## src/rtl/scan_sequencer.sv

```systemverilog
// scan_sequencer: sequences one film scan from the host scan settings.
//
// Powers the transport motor, waits for it to settle, then for every line issues
// a one-cycle sensor line-start strobe and a burst of D = reso_div + 1 motor step
// pulses. A line lasts max(LINE_PERIOD_CLKS, 2 * D * STEP_PULSE_CLKS) cycles, and
// the next line starts in the cycle right after the previous one ends.
//
// Ports:
//   clk_100M    in   system clock
//   rst         in   asynchronous active-high reset
//   run[7:0]    in   bit0 scan enable (level, start on rising edge), bit1 direction
//   lines[23:0] in   number of lines to scan (0 gives an immediate done pulse)
//   reso_div    in   steps per line minus one
//   line_start  out  one-cycle strobe in the first cycle of each line
//   motor_en    out  motor driver enable for the duration of the scan
//   motor_dir   out  direction latched at scan start
//   motor_step  out  step pulse train
//   busy        out  scan in progress
//   done        out  one-cycle pulse on normal completion
//   line_count  out  lines completed in the current or last scan
module scan_sequencer #(
  parameter int unsigned LINE_PERIOD_CLKS = 10000,
  parameter int unsigned STEP_PULSE_CLKS  = 200,
  parameter int unsigned SETTLE_CLKS      = 50000
) (
  input  logic        clk_100M,
  input  logic        rst,
  input  logic [7:0]  run,
  input  logic [23:0] lines,
  input  logic [7:0]  reso_div,
  output logic        line_start,
  output logic        motor_en,
  output logic        motor_dir,
  output logic        motor_step,
  output logic        busy,
  output logic        done,
  output logic [23:0] line_count
);

  localparam int unsigned TmrW = (LINE_PERIOD_CLKS > 1) ? $clog2(LINE_PERIOD_CLKS) : 1;
  localparam int unsigned PhW  = (STEP_PULSE_CLKS > 1) ? $clog2(STEP_PULSE_CLKS) : 1;
  localparam int unsigned SetW = (SETTLE_CLKS > 1) ? $clog2(SETTLE_CLKS) : 1;

  localparam logic [TmrW-1:0] TmrLast = TmrW'(LINE_PERIOD_CLKS - 1);
  localparam logic [PhW-1:0]  PhLast  = PhW'(STEP_PULSE_CLKS - 1);
  localparam logic [SetW-1:0] SetLast = SetW'(SETTLE_CLKS - 1);

  typedef enum logic [1:0] {StIdle, StSettle, StLine, StFinish} state_e;

  state_e          r_state;
  logic            r_run0;        // previous run[0]
  logic            r_armed;       // run[0] has been seen low since reset
  logic [23:0]     r_lines;
  logic [8:0]      r_d;           // steps per line, 1..256
  logic [SetW-1:0] r_settle_cnt;
  logic [TmrW-1:0] r_line_tmr;    // saturates at TmrLast
  logic [8:0]      r_step_cnt;    // completed steps in this line
  logic [PhW-1:0]  r_phase;       // cycles spent in current high/low half
  logic            r_line_start;
  logic            r_motor_en;
  logic            r_motor_dir;
  logic            r_motor_step;
  logic            r_busy;
  logic            r_done;
  logic [23:0]     r_line_count;

  logic            w_start;
  logic            w_tmr_exp;
  logic            w_phase_last;
  logic            w_steps_done;
  logic            w_line_end;
  logic [23:0]     w_count_inc;
  logic [8:0]      w_step_inc;
  logic            w_unused_run;

  // A level held high through reset must not look like a rising edge, so a
  // start also needs run[0] to have been low at least once since reset.
  assign w_start      = run[0] & ~r_run0 & r_armed;
  assign w_tmr_exp    = (r_line_tmr == TmrLast);
  assign w_phase_last = (r_phase == PhLast);
  assign w_step_inc   = r_step_cnt + 9'd1;
  // Steps count as complete in the last low cycle of the final step, so a
  // step-limited line lasts exactly 2 * D * STEP_PULSE_CLKS cycles.
  assign w_steps_done = (r_step_cnt == r_d) ||
                        ((w_step_inc == r_d) && !r_motor_step && w_phase_last);
  assign w_line_end   = w_tmr_exp && w_steps_done;
  assign w_count_inc  = r_line_count + 24'd1;
  assign w_unused_run = ^run[7:2];

  always_ff @(posedge clk_100M or posedge rst) begin
    if (rst) begin
      r_state      <= StIdle;
      r_run0       <= 1'b0;
      r_armed      <= 1'b0;
      r_lines      <= '0;
      r_d          <= 9'd1;
      r_settle_cnt <= '0;
      r_line_tmr   <= '0;
      r_step_cnt   <= '0;
      r_phase      <= '0;
      r_line_start <= 1'b0;
      r_motor_en   <= 1'b0;
      r_motor_dir  <= 1'b0;
      r_motor_step <= 1'b0;
      r_busy       <= 1'b0;
      r_done       <= 1'b0;
      r_line_count <= '0;
    end else begin
      r_run0       <= run[0];
      if (!run[0]) begin
        r_armed <= 1'b1;
      end
      r_line_start <= 1'b0;
      r_done       <= 1'b0;

      unique case (r_state)
        StIdle: begin
          r_busy       <= 1'b0;
          r_motor_en   <= 1'b0;
          r_motor_step <= 1'b0;
          if (w_start) begin
            r_line_count <= '0;
            if (lines != 24'd0) begin
              r_lines      <= lines;
              r_d          <= {1'b0, reso_div} + 9'd1;
              r_motor_dir  <= run[1];
              r_busy       <= 1'b1;
              r_motor_en   <= 1'b1;
              r_settle_cnt <= '0;
              r_state      <= StSettle;
            end else begin
              r_done <= 1'b1;
            end
          end
        end

        StSettle: begin
          if (!run[0]) begin
            r_state      <= StIdle;
            r_motor_step <= 1'b0;
            r_motor_en   <= 1'b0;
            r_busy       <= 1'b0;
          end else if (r_settle_cnt == SetLast) begin
            r_state      <= StLine;
            r_line_start <= 1'b1;
            r_motor_step <= 1'b1;
            r_line_tmr   <= '0;
            r_step_cnt   <= '0;
            r_phase      <= '0;
          end else begin
            r_settle_cnt <= r_settle_cnt + SetW'(1);
          end
        end

        StLine: begin
          if (!run[0]) begin
            r_state      <= StIdle;
            r_motor_step <= 1'b0;
            r_motor_en   <= 1'b0;
            r_busy       <= 1'b0;
          end else if (w_line_end) begin
            r_line_count <= w_count_inc;
            if (w_count_inc == r_lines) begin
              r_state      <= StFinish;
              r_done       <= 1'b1;
              r_motor_en   <= 1'b0;
              r_busy       <= 1'b0;
              r_motor_step <= 1'b0;
            end else begin
              // Back-to-back line: strobe and first step in the very next cycle.
              r_line_start <= 1'b1;
              r_motor_step <= 1'b1;
              r_line_tmr   <= '0;
              r_step_cnt   <= '0;
              r_phase      <= '0;
            end
          end else begin
            if (!w_tmr_exp) begin
              r_line_tmr <= r_line_tmr + TmrW'(1);
            end
            if (r_step_cnt != r_d) begin
              if (w_phase_last) begin
                r_phase <= '0;
                if (r_motor_step) begin
                  r_motor_step <= 1'b0;
                end else begin
                  r_step_cnt <= w_step_inc;
                  if (w_step_inc != r_d) begin
                    r_motor_step <= 1'b1;
                  end
                end
              end else begin
                r_phase <= r_phase + PhW'(1);
              end
            end
          end
        end

        StFinish: begin
          r_state <= StIdle;
        end

        default: begin
          r_state <= StIdle;
        end
      endcase
    end
  end

  assign line_start = r_line_start;
  assign motor_en   = r_motor_en;
  assign motor_dir  = r_motor_dir;
  assign motor_step = r_motor_step;
  assign busy       = r_busy;
  assign done       = r_done;
  assign line_count = r_line_count;

endmodule

```

## config.mk

```make
export PLATFORM = sky130hd
export DESIGN_NAME = scan_sequencer
export DESIGN_NICKNAME = d
export VERILOG_FILES = /design/src/rtl/scan_sequencer.sv
export SDC_FILE = /design/constraint.sdc
export NUM_CORES = 1
export LEC_CHECK = 0
export ABC_AREA = 1
export CAP_MARGIN = 20
export CORE_MARGIN = 5
export CORE_UTILIZATION = 45
export CTS_BUF_LIST = sky130_fd_sc_hd__clkbuf_4
export DETAILED_ROUTE_END_ITERATION = 16
export PLACE_DENSITY = 0.66
export SLEW_MARGIN = 20
export SYNTH_ARGS = -nofsm -noshare
export SYNTH_HDL_FRONTEND = slang
export SYNTH_SLANG_ARGS = --single-unit
```

## constraint.sdc

```tcl
create_clock -name clk_100M -period 5 [get_ports clk_100M]
set_input_delay 1 -clock clk_100M [delete_from_list [all_inputs] [get_ports clk_100M]]
set_output_delay 1 -clock clk_100M [all_outputs]
set_load 0.005 [all_outputs]
```

==> metrics.yaml <==
syn_to_final_growth_pct: 15.8
die_h_um: 138
vias_per_cell: 5.14
numCtsBuffers: 17
place_hpwl_um: 14300
ios: 72
cp_cell_sequence: "ha_1 -> nand2_1 -> nor2_1 -> nand2_1 -> inv_1 -> nand2_1 -> xor2_1 -> nand2_1 -> nand2_1 -> nand3_1 -> nor2_2 -> nand3_4 -> nand3_2 -> nand2_1 -> nand2_1"
post_cts_buffers: 0
grt_overflow: 0
hp-class: "reg -> reg"
slew_headroom_pct: 41.9
ctsHoldBuffers: 0
outcome: "finished, final reports clean"
drc: 0
worstMarginPinSlew_ps: 872
synth_nets: 1140
postLayoutCellArea_um2: 8570
setup_tns_ps: 0
place_congestion: 0.879
setup_viol: 0
routed-via-count: 7073
syn_area_per_cell_um2: 6.79
initialDrtViolationCount: 510
clk_latency_ps: 540
drv_cap: 0
synthMuxAreaShare_pct: 0
grt_max_degree: 72
final_common_cell: "nand2_1"
layout_common_cells: "nand2_1 (353), inv_1 (133), nor2_1 (122)"
p_leak_uw: 0.00391
yosys.area_share.simple_pct: 39.9
synthesis.area_um2: 7400
fillers: 1656
fp.coreArea_um2: 16000
clkTransAtPathRegs_ps: 120
syn_inst: 1089
cp_data_arrival_time_ps: 4180
rsz0062_at_grt: "no"
ys.flop_type: "dfrtp_1"
cts_tree: "done"
critPathMaxStageDelay_ps: 620
crit_slowest_cell: "dfrtp_1"
powerDensity_nw_per_um2: 386
vdd_drop_max_v: 0.000235
post_dp_cell_area_um2: 8220
start_kind: "flip-flop"
crit_path_end_kind: "flip-flop"
timing.final.crit_share_pct: 74.0
final.min_clock_period_ps: 3700
routed_wl_um: 19300
wl_per_cell_um: 14.0
cts_buffer_depth: 2
nNetsFinal: 1198
grt_use_total_pct: 20.6
ys_async_sr_fraction_pct: 100
start_util_pct: 46.2
synth_top_family_by_area: "simple AND/OR/NAND/NOR gates"
yosysWarnings: 0
yosys.area_share.adder_pct: 1.52
synth-seq-area-share_pct: 38.2
htree_levels: 4
antenna_found_initial: 1
slew_violations: 0
cts_sinks: 113
grt_pass1_vias: 6714
fp.dieW_um: 138
ys_ff_latch: 113
crit_type: "reg -> reg"
crit_fanout: 34
std_cell_rows: 46
post_cts_resized: 0
skew_ps: 20.1
synth_compound_area_share_pct: 7.14
hold_violations: 0
root_buffer: "clkbuf_4"
ant_nets: 0
yosys.area_share.xor_xnor_pct: 4.16
synth_edf_count: 0
grt_pass1_wl_um: 32800
cp.required_ps: 5480
dieArea_um2: 19100
worst_path_most_repeated_cell: "nand2_1"
drive_gt1_share_pct: 5.17
port_buffers: 65
firstDrtPassIters: 5
fmax_mhz: 270
synth_cell_types: 39
[cells in the mapped netlist, types with 5 or more instances]
library cell  count  area (um^2)
a21oi_1          16         80.1
buf_2            11         55.1
clkbuf_1         16         60.1
dfrtp_1         112         2800
ha_1              9          113
inv_1           134          503
nand2_1         353         1330
nand3_1          75          375
nand3b_1         10         75.1
nand4_1          55          344
nor2_1          123          462
nor2_4            5         56.3
nor3_1           19         95.1
nor4_1           11         68.8
o21ai_0          44          220
o21ai_1           6         30.0
o22ai_1          21          131
xor2_1           28          245
[per-stage QoR]
step	total power, uW	hold slack [ps]	instances	utilization, %	worst slack (ps)
2_1_floorplan	2120	414	1089	-	1010
3_3_place_gp	2480	431	1344	51.4	1290
3_5_place_dp	2490	447	1344	51.4	1270
4_1_cts	3320	473	1376	53.5	1330
5_1_grt	3560	495	1377	53.5	1030
6_report	3310	464	1377	53.5	1300
[where the power goes]
part | internal [uW] | switching [uW] | leakage [uW] | total [uW]
logic | 403 | 860 | 0.00223 | 1260
registers | 1080 | 142 | 0.00151 | 1220
clock network | 442 | 381 | 0.000161 | 823
[area by class of cell]
class,count,area [um^2],area share [%]
diodes,1,2.50,0.0292
repair buffers,71,696,8.12
inverters,138,520,6.08
clock inverters,15,216,2.53
flip-flops and latches,113,2830,33.0
clock buffers,17,128,1.49
well taps,216,270,3.16
multi-input cells,806,3900,45.6
[cells by family after synthesis]
family | after synthesis
and+or+nand+nor | 669
DFF | 113
AOI/OAI and AO/OA | 96
adders and majority gates | 9
xor gates and xnor gates | 32
buffers and inverters | 170
[registers in the layout, indices dropped and copies added, names as in the netlist, 2 cells and up]
name          cells
line_count       24
r_lines          24
r_settle_cnt     16
r_line_tmr       14
r_d               9
r_step_cnt        9
r_phase           8
r_state           2
[worst max-delay path, delay by kind of cell, from the launching register on]
kind | cells | cell delay (ps)
flops | 1 | 620
xor+xnor | 1 | 200
fa+ha+maj | 1 | 400
buf+inv | 1 | 90
simple gates | 12 | 2300
[final timing paths]
path | start | end | slack, ps | depth (start not counted)
setup / recovery | line_count[0] | r_line_tmr[12] | 1300 | 15
hold / removal | r_armed | r_armed | 460 | 2
setup reg to reg | line_count[0] | r_line_tmr[12] | 1300 | 15
hold reg to reg | r_armed | r_armed | 460 | 2
max in group asynchronous | rst | r_phase[4] | 3160 | 3
min in group asynchronous | rst | r_settle_cnt[11] | 1000 | 2
[routing by layer]
layer | global-route usage, % | vias up | share of wire [%]
li1 | - | 3656 | -
met1 | 28.4 | 3258 | 48
met2 | 33.5 | 143 | 47
met3 | 4.34 | 16 | 4.3
met4 | 4.89 | 0 | 1.2
met5 | 0 | - | 0
No activity file was read; power rests on OpenSTA's default activity.
